**config.mk**
```make
export PLATFORM = sky130hd
export DESIGN_NAME = serial_subtractor_ctrl
export DESIGN_NICKNAME = d
export VERILOG_FILES = /design/src/rtl/serial_subtractor_ctrl.sv
export SDC_FILE = /design/constraint.sdc
export NUM_CORES = 1
export LEC_CHECK = 0
export CORE_MARGIN = 2
export CORE_UTILIZATION = 40
export CTS_CLUSTER_DIAMETER = 50
export DETAILED_ROUTE_END_ITERATION = 8
export GPL_TIMING_DRIVEN = 0
export PLACE_DENSITY = 0.74
export SLEW_MARGIN = 15
export SYNTH_ARGS = -nofsm -noshare
export SYNTH_HDL_FRONTEND = slang
export SYNTH_SLANG_ARGS = --single-unit
export TNS_END_PERCENT = 100
```
**constraint.sdc**
```tcl
create_clock -name clk -period 1.85 [get_ports clk]
set_clock_uncertainty 0.2 [all_clocks]
set_input_delay 0.37 -clock clk [delete_from_list [all_inputs] [get_ports clk]]
set_output_delay 0.37 -clock clk [all_outputs]
set_load 0.05 [all_outputs]
```
**src/rtl/serial_subtractor_ctrl.sv**
```systemverilog
// Bit-serial subtractor: one full-subtractor evaluation per clock, LSB first,
// behind valid/ready handshakes. Define SERIAL_SUB_OVF_EN to add the Ovf output.
module serial_subtractor_ctrl #(
  parameter int WIDTH = 8
) (
  input  logic             clk,
  input  logic             rst_n,
  input  logic             start_valid,
  output logic             start_ready,
  input  logic [WIDTH-1:0] A,
  input  logic [WIDTH-1:0] B,
  input  logic             Bin,
  output logic [WIDTH-1:0] Diff,
  output logic             Borrow,
  output logic             done_valid,
  input  logic             done_ready,
  output logic             busy
`ifdef SERIAL_SUB_OVF_EN
  ,
  output logic             Ovf
`endif
);

  localparam int CW = $clog2(WIDTH + 1);

  localparam logic [1:0] S_IDLE = 2'd0;
  localparam logic [1:0] S_RUN  = 2'd1;
  localparam logic [1:0] S_DONE = 2'd2;

  logic [1:0]       r_state;
  logic [CW-1:0]    r_cnt;
  logic [WIDTH-1:0] r_a;
  logic [WIDTH-1:0] r_b;
  logic [WIDTH-1:0] r_res;
  logic             r_c;
  logic [WIDTH-1:0] r_diff;
  logic             r_borrow;

  logic w_ai;
  logic w_bi;
  logic w_d;
  logic w_b;
  logic w_last;

  assign w_ai   = r_a[0];
  assign w_bi   = r_b[0];
  assign w_d    = w_ai ^ w_bi ^ r_c;
  assign w_b    = (~w_ai & w_bi) | (w_bi & r_c) | (r_c & ~w_ai);
  assign w_last = (r_cnt == CW'(WIDTH));

`ifdef SERIAL_SUB_OVF_EN
  // Operand MSBs are shifted out during RUN, so keep copies for the overflow term.
  logic r_a_msb;
  logic r_b_msb;
  logic r_ovf;
  logic w_ovf;

  assign w_ovf = (r_a_msb != r_b_msb) & (r_res[WIDTH-1] != r_a_msb);
  assign Ovf   = r_ovf;

  always_ff @(posedge clk or negedge rst_n) begin
    if (!rst_n) begin
      r_a_msb <= 1'b0;
      r_b_msb <= 1'b0;
      r_ovf   <= 1'b0;
    end else begin
      if (r_state == S_IDLE && start_valid) begin
        r_a_msb <= A[WIDTH-1];
        r_b_msb <= B[WIDTH-1];
      end
      if (r_state == S_RUN && w_last) begin
        r_ovf <= w_ovf;
      end
    end
  end
`endif

  // RUN spends WIDTH cycles evaluating bits plus one cycle publishing the result.
  always_ff @(posedge clk or negedge rst_n) begin
    if (!rst_n) begin
      r_state  <= S_IDLE;
      r_cnt    <= '0;
      r_a      <= '0;
      r_b      <= '0;
      r_res    <= '0;
      r_c      <= 1'b0;
      r_diff   <= '0;
      r_borrow <= 1'b0;
    end else begin
      case (r_state)
        S_IDLE: begin
          if (start_valid) begin
            r_a     <= A;
            r_b     <= B;
            r_c     <= Bin;
            r_cnt   <= '0;
            r_state <= S_RUN;
          end
        end
        S_RUN: begin
          if (w_last) begin
            r_diff   <= r_res;
            r_borrow <= r_c;
            r_state  <= S_DONE;
          end else begin
            r_a   <= r_a >> 1;
            r_b   <= r_b >> 1;
            r_res <= (r_res >> 1) | (WIDTH'(w_d) << (WIDTH - 1));
            r_c   <= w_b;
            r_cnt <= r_cnt + CW'(1);
          end
        end
        S_DONE: begin
          if (done_ready) begin
            r_state <= S_IDLE;
          end
        end
        default: r_state <= S_IDLE;
      endcase
    end
  end

  assign start_ready = (r_state == S_IDLE);
  assign done_valid  = (r_state == S_DONE);
  assign busy        = (r_state != S_IDLE);
  assign Diff        = r_diff;
  assign Borrow      = r_borrow;

endmodule

```
Word-level counts from Yosys, hierarchy flattened
Cells that the tools add are included.
- bits in registers: 40
- input port bits: 21
- output and inout bits: 12
- logic and storage cells: 49
- $add $sub $neg: 1
- equal/unequal tests: 7
- mux-type cells: 16
- bitwise gates (word level): 10
- reduce and logical (&&, ||, !) cells: 7
- operators by type and width (kind ; count):
    two-way mux 8 bit ; 4
    one-hot mux 8 bit (2 select lines) ; 2
    two-way mux 4 bit ; 2
    OR 7 x 8 -> 8 bit ; 1
    one-hot mux 4 bit (2 select lines) ; 1
    two-way mux 2 bit ; 3
    != test 2 bit, second input constant ; 3
    one-hot mux 2 bit (3 select lines) ; 1
    AND reduction 3 bit ; 2
    adder 4 x 1 -> 4 bit, second input constant ; 1
    equality test 4 bit, second input constant ; 1
    AND reduction 2 bit ; 2
    nonzero test 2 bit ; 2
    AND 1 bit ; 3
    equality test 2 x 1 -> 1 bit, second input constant ; 1
    equality test 2 bit, second input constant ; 1
    zero test 2 bit ; 1
    two-way mux 1 bit ; 2
    != test 2 x 1 -> 1 bit, second input constant ; 1
    inverter 1 bit ; 2
    OR 1 bit ; 2
    one-hot mux 1 bit (2 select lines) ; 1
    bitwise XOR 1 bit ; 2

Longest topological paths before layout
Gate-level depths: netlist of the first run.
- word-level depth: 6
- mapped depth: 6

Worst setup path after synthesis of the first run
OpenSTA, ideal clock, no wires.
- kind: register -> register
- from: register r_cnt[0]
- to: register r_borrow, in the netlist Borrow
- library setup time: 0.125 ns
- arrival time: 1.519 ns
- data required time: 1.525 ns
- setup slack: 0.006 ns
- stages on the path, launching flop included: 6
- clock period less this slack: 1.844 ns
- cells stage by stage: dfrtp_1 > inv_1 > ha_1 > nand3b_1 > nor2_4 > mux2_2
- longest elaborated chain between the ends: 2
- RTL lines (item ; line ; text):
    from (decl) ; 31 ; logic [CW-1:0] r_cnt;
    from (signal assigned) ; 110 ; r_cnt <= r_cnt + CW'(1);
    equality test 4 bit ; 49 ; assign w_last = (r_cnt == CW'(WIDTH));
    AND reduction 2 bit (no line) ; n/a ;
    to (signal assigned) ; 103 ; r_borrow <= r_c;
    to (decl) ; 37 ; logic r_borrow;
No other way between the ends.
A chain may end at the register's enable or synchronous reset.

Worst setup path in the final report of the first run
- from: register r_cnt[1]
- to: register r_b[6]
- longest elaborated chain between the ends: 3
- RTL lines (item ; line ; text):
    equality test 4 bit ; 49 ;
    != test 2 bit (no line) ; n/a ;
    AND reduction 3 bit (no line) ; n/a ;
    to (signal assigned) ; 107 ; r_b <= r_b >> 1;
    to (decl) ; 33 ; logic [WIDTH-1:0] r_b;
No other way between the ends.

==> results.yml, run 1 <==
hold_path:
  hold_class: "reg2reg"
  hold_depth: 1
  hp-start: "Diff[5]"
  min_to: "Diff[5]"
global_routing:
  grt_overflow: 0
  antenna_found_initial: 0
  grt_max_degree: 22
  grt_pass1_vias: 1237
  grt_util_all_layers: 0.148
  grt_pass1_wl_um: 6040
sta:
  drv_slew: 0
  finalHoldViolations: 0
  finalWorstSetupSlack_ps: -19.4
  rsz0062_at_grt: "yes"
  tightest_slew_ps: 516
  fmax_ghz: 0.535
  maxSlewHeadroom: 0.656
  setup_violations: 9
  layout_min_cycle_time_ps: 1870
  fin_tns_setup_ps: -72.5
  period_share: 1.01
synthesis:
  muxShareOfSynthArea: 0.320
  synth_simple_gate_area_frac: 0.0653
  synth_area_leaders: "dfrtp_1, mux2_4, mux2_2"
  syn_nets: 153
  syn_area_per_cell_um2: 14.7
  async_flop_share: 1.00
  synth_common_cells: "dfrtp_1, mux2_2, mux2_4"
  synthAdderAreaFrac: 0.0237
  yosysTopAreaCell: "dfrtp_1"
  yosysUniqueCellTypes: 25
  yosysSeqAreaShare: 0.527
  ys_seq_elements: 40
  synth_top_family_by_area: "multiplexers"
  synth_area_um2: 1900
  synth.top_cell.area_share: 0.527
  synth-xor-area-share: 0
  synth-edff-count: 0
  yosysMostFrequentCell: "dfrtp_1"
  synth_compound_area_frac: 0.0310
  ys.flop_type: "dfrtp_1"
  synthCells: 129
  yosysWarnings: 0
flow_run:
  maxCapViolations: 0
floorplanning:
  core_um2: 4660
  ios: 33
  die_h_um: 72.9
  dieArea_um2: 5310
  initial_core_util: 0.407
  rows: 25
  fp.dieW_um: 72.9
worst_setup_path:
  r2r-start: "r_cnt[1]"
  cp-end-kind: "register"
  path_cells: "inv_2 > ha_4 > and3b_2 > a21oi_4 > buf_8 > mux2_4"
  path_class: "reg2reg"
  slowest_delay_ps: 380
  worst_setup_path_start_kind: "register"
  slowest_stage: "dfrtp_1"
  path_buf_inv: 2
  critPathTopFamily: "flip-flops"
  reg2reg_slack_ps: -20
  timing.rr.end: "r_b[6]"
  worst_r2r_path_depth: 6
  cp.arrival_ps: 1840
  cp_max_fo: 10
  crit_required_ps: 1820
power:
  p_per_area_nw_per_um2: 2040
  ir_worst_vdd_uv: 1030
  p_leak_uw: 0.00128
placed_design:
  dp_slack_ps: -327
  gp_congestion: 0.686
  dp_hpwl_um: 2370
  io_buffers: 32
clock_network:
  cts_buffers: 5
  clkTransAtPathRegs_ps: 80
  worstSkewPairLatency_ps: 290
  cts_tree: "done"
  clockRootBuffer: "clkbuf_8"
  cts.htree.levels: 2
  clockBufferDepth: 2
  cts_sinks: 40
drt:
  ant_nets: 0
  routed_wl_um: 3650
  vias_per_cell: 5.05
  vias: 1196
  drc: 0
  drt-pass1-iter-count: 4
  wl_per_cell_um: 15.4
  drt-initial-drc-count: 26
layout:
  nFillCells: 363
  layout.nets: 206
  multi_input_area_um2: 892
  drive_gt1_frac: 0.454
  regArea_um2: 1000
  area_growth_pct: 36.8
  num_antenna_cells: 0
status:
  outcome: "finished, violations left"
  violations: "negative setup slack"
[cell usage in the layout, fill, tap and decap left out, drive strengths merged, types with 2 or more instances in the layout]
master	count
nand2	4
clkdlybuf4s50	19
buf	20
dlygate4sd2	9
nand3	4
ha	2
nand2b	2
mux2	44
clkbuf	6
dfrtp	40
o21ai	6
mux2i	4
inv	7
nor2b	3
[layer usage]
layer,GRT usage,wire [µm],vias up
met5,0,0,-
met4,0.0309,8,0
li1,-,-,554
met2,0.244,1820,34
met3,0.0359,180,2
met1,0.199,1640,606
[where the power goes]
| group | internal, µW | switching [µW] |
|---|---|---|
| Combinational | 1670 | 1350 |
| Clock | 399 | 303 |
| Sequential | 1310 | 267 |
| Total | 3370 | 1920 |
[how the worst max path moves through the flow]
stage               slack (ps)           to        from  cells past startpoint
finish                     -20       r_b[6]    r_cnt[1]                      6
global route               -70       r_b[6]    r_cnt[1]                      6
CTS                        -40       r_b[2]    r_cnt[1]                      7
detailed placement        -330  start_ready  r_state[0]                      3
global placement          -700       r_a[4]       rst_n                      1
floorplan                    6       Borrow    r_cnt[0]                      5
[sequential cells by signal, summed over array words and instances, names as in the netlist]
name,count
r_b,8
r_state,2
Diff,8
r_c,1
r_cnt,4
Borrow,1
r_res,8
r_a,8
[through the flow]
stage,utilization,instance area (µm²),hold slack [ps],total power (µW),cells
finish,0.557,2600,304,5290,237
global route,0.557,2600,322,5630,237
CTS,0.545,2540,311,5170,234
detailed placement,0.495,2310,173,4240,216
global placement,0.490,2290,284,4120,215
floorplan,-,1900,-126,3620,129
[area by class of cell]
cell class,instances,area share
clock inverter,3,0.0164
buffer,3,0.0159
sequential,40,0.386
timing repair buffer,47,0.175
multi-input combinational,78,0.344
tap,54,0.0260
inverter,7,0.0101
clock buffer,5,0.0265
[kinds of logic after synthesis]
group | Yosys count
adders and majority gates | 3
DFF | 40
and+or+nand+nor | 17
AOI/OAI and AO/OA | 10
buffers and inverters | 11
muxes | 48
[repair_timing]
item                                   in CTS  in global routing
gates resized for setup                    45                 10
setup buffers                               8                  4
pin swaps                                   2                  1
gates cloned                                1                  0
setup endpoints to repair                  38                 17
hold buffers                                1                  0
endpoints found under the hold margin      20                  0
(Power assumes the default switching activity.)
==> run 2, diff against run 1 <==
--- a/config.mk
+++ b/config.mk
@@ -9,8 +9,9 @@
 export CORE_UTILIZATION = 40
 export CTS_CLUSTER_DIAMETER = 50
 export DETAILED_ROUTE_END_ITERATION = 8
+export DONT_BUFFER_PORTS = 1
 export GPL_TIMING_DRIVEN = 0
-export PLACE_DENSITY = 0.74
+export PLACE_DENSITY = 0.62
 export SLEW_MARGIN = 15
 export SYNTH_ARGS = -nofsm -noshare
 export SYNTH_HDL_FRONTEND = slang
==> constraint.sdc (replaced) <==
create_clock -name clk -period 2.1 [get_ports clk]
set_clock_uncertainty 0.2 [all_clocks]
set_input_delay 0.42 -clock clk [delete_from_list [all_inputs] [get_ports clk]]
set_output_delay 0.42 -clock clk [all_outputs]
set_load 0.05 [all_outputs]
==> run 2 against run 1 <==
  * The flow now finishes without violations
  * First-iteration DRC count grew 54%
  * Sequential cell count is the same
  * Register-to-register slack gained 140 ps
  * Highest routed layer unchanged
  * Critical path type unchanged
  * Fmax shrank 5.5%
  * Utilization shrank 10 points
  * Largest cell class unchanged
  * Sequential share of layout area grew 8.7 points
  * Die area is the same
==> results.yml, run 2 (synthesis gave the netlist of run 1 again) <==
hold_path:
  hp-start: "B[7]"
  hold_class: "in2reg"
  hold_depth: 2
  min_to: "r_b[7]"
floorplanning:
  fp.dieW_um: 72.9
  rows: 25
  ios: 33
  die_h_um: 72.9
  initial_core_util: 0.407
  dieArea_um2: 5310
  core_um2: 4660
sta:
  fin_tns_setup_ps: 0
  fmax_ghz: 0.506
  drv_slew: 0
  finalWorstSetupSlack_ps: 122
  tightest_slew_ps: 596
  layout_min_cycle_time_ps: 1980
  finalHoldViolations: 0
  setup_violations: 0
  period_share: 0.942
  maxSlewHeadroom: 0.601
  hold_ws_ps: 68.2
  rsz0062_at_grt: "yes"
drt:
  vias_per_cell: 5.26
  drc: 0
  wl_per_cell_um: 16.4
  drt-initial-drc-count: 40
  vias: 1020
  ant_nets: 0
  wl_met1_um: 1340
  dr_wl_met3_um: 257
  top_layer_used: "met4"
  wl_met2_um: 1550
  drt-pass1-iter-count: 4
  routed_wl_um: 3190
placed_design:
  gp_congestion: 0.735
  io_buffers: 0
  dp_slack_ps: 55.9
  placedCellCount: 183
  dp_hpwl_um: 2270
worst_setup_path:
  slowest_delay_ps: 370
  cp_max_fo: 10
  startpoint: "r_cnt[0]"
  critPathTopFamily: "buffers and inverters"
  path_cells: "inv_1 > ha_1 > and3b_1 > a21oi_1 > buf_2 > mux2_4"
  cp.arrival_ps: 1950
  timing.rr.end: "r_a[1]"
  reg2reg_slack_ps: 120
  crit_required_ps: 2070
  slowest_stage: "dfrtp_1"
  worst_setup_path_start_kind: "register"
  r2r-start: "r_cnt[0]"
  path_buf_inv: 2
  path_class: "reg2reg"
  cp-end-kind: "register"
  worst_r2r_path_depth: 6
layout:
  area_growth_pct: 11.5
  layout_commonest_cell: "dfrtp_1"
  drive_gt1_frac: 0.443
  nFillCells: 409
  fin_cells: 194
  final_cell_mix: "dfrtp_1, mux2_2, mux2_4"
  num_antenna_cells: 0
  final_util: 0.454
  layout.nets: 163
clock_network:
  cts_buffers: 5
  clkTransAtPathRegs_ps: 70
  cts_tree: "done"
  clockBufferDepth: 2
  cts_sinks: 40
  worstSkewPairLatency_ps: 280
  cts.htree.levels: 2
  clockRootBuffer: "clkbuf_8"
power:
  p_leak_uw: 0.00101
  ir_worst_vdd_uv: 736
  p_per_area_nw_per_um2: 1900
global_routing:
  grt_max_degree: 41
  grt_pass1_wl_um: 5330
  grt_util_all_layers: 0.136
  antenna_found_initial: 0
  grt_overflow: 0
  grt_pass1_vias: 1172
flow_run:
  maxCapViolations: 0
status:
  outcome: "complete, no violations"
## run 2: metal layers
metal	vias up	track usage
li1	473	-
met3	5	0.0525
met4	0	0.0576
met1	506	0.153
met2	36	0.231
met5	-	0
## run 2: worst max path at each step
stage	to	slack (ps)	depth (start not counted)
final	r_a[1]	120	6
after detailed placement	Diff[4]	60	5
after CTS	Diff[4]	40	5
after floorplan	Borrow	260	5
after global placement	Diff[6]	120	5
after global routing	r_b[6]	-8	6
## run 2: area by class of cell
class,instances,area (µm²),area share
Clock buffer,8,90.1,0.0426
Inverter,7,30.0,0.0142
Tap cell,54,67.6,0.0319
Timing Repair Buffer,3,50.0,0.0236
Sequential cell,40,1000,0.473
Buffer,4,38.8,0.0183
Multi-Input combinational cell,78,840,0.397
## run 2: through the flow
step                cell area (µm²)  power [µW]
global route                   2120        4280
global placement               1970        3390
CTS                            2090        4050
floorplan                      1900        3190
finish                         2120        4020
detailed placement             1970        3500
## run 2: timing repair
action | in CTS | in global routing
gates cloned | 0 | 0
gates resized for setup | 3 | 1
setup endpoints to repair | 2 | 17
hold buffers | 2 | 0
pin swaps | 0 | 1
buffers inserted | 0 | 1
hold endpoints to repair | 40 | 0
## run 2: where the power goes
group,leakage (µW),switching (µW),total [µW],internal (µW)
Combinational,0.000474,735,1820,1080
Sequential,0.000495,551,1700,1140
Clock,0.0000455,240,508,268
==> run 3, diff against run 2 <==
--- a/config.mk
+++ b/config.mk
@@ -8,6 +8,7 @@
 export CORE_MARGIN = 2
 export CORE_UTILIZATION = 40
 export CTS_CLUSTER_DIAMETER = 50
+export CTS_CLUSTER_SIZE = 20
 export DETAILED_ROUTE_END_ITERATION = 8
 export DONT_BUFFER_PORTS = 1
 export GPL_TIMING_DRIVEN = 0
==> results of run 3 <==
The final DEF is identical to that of run 2; final timing and power are the same.
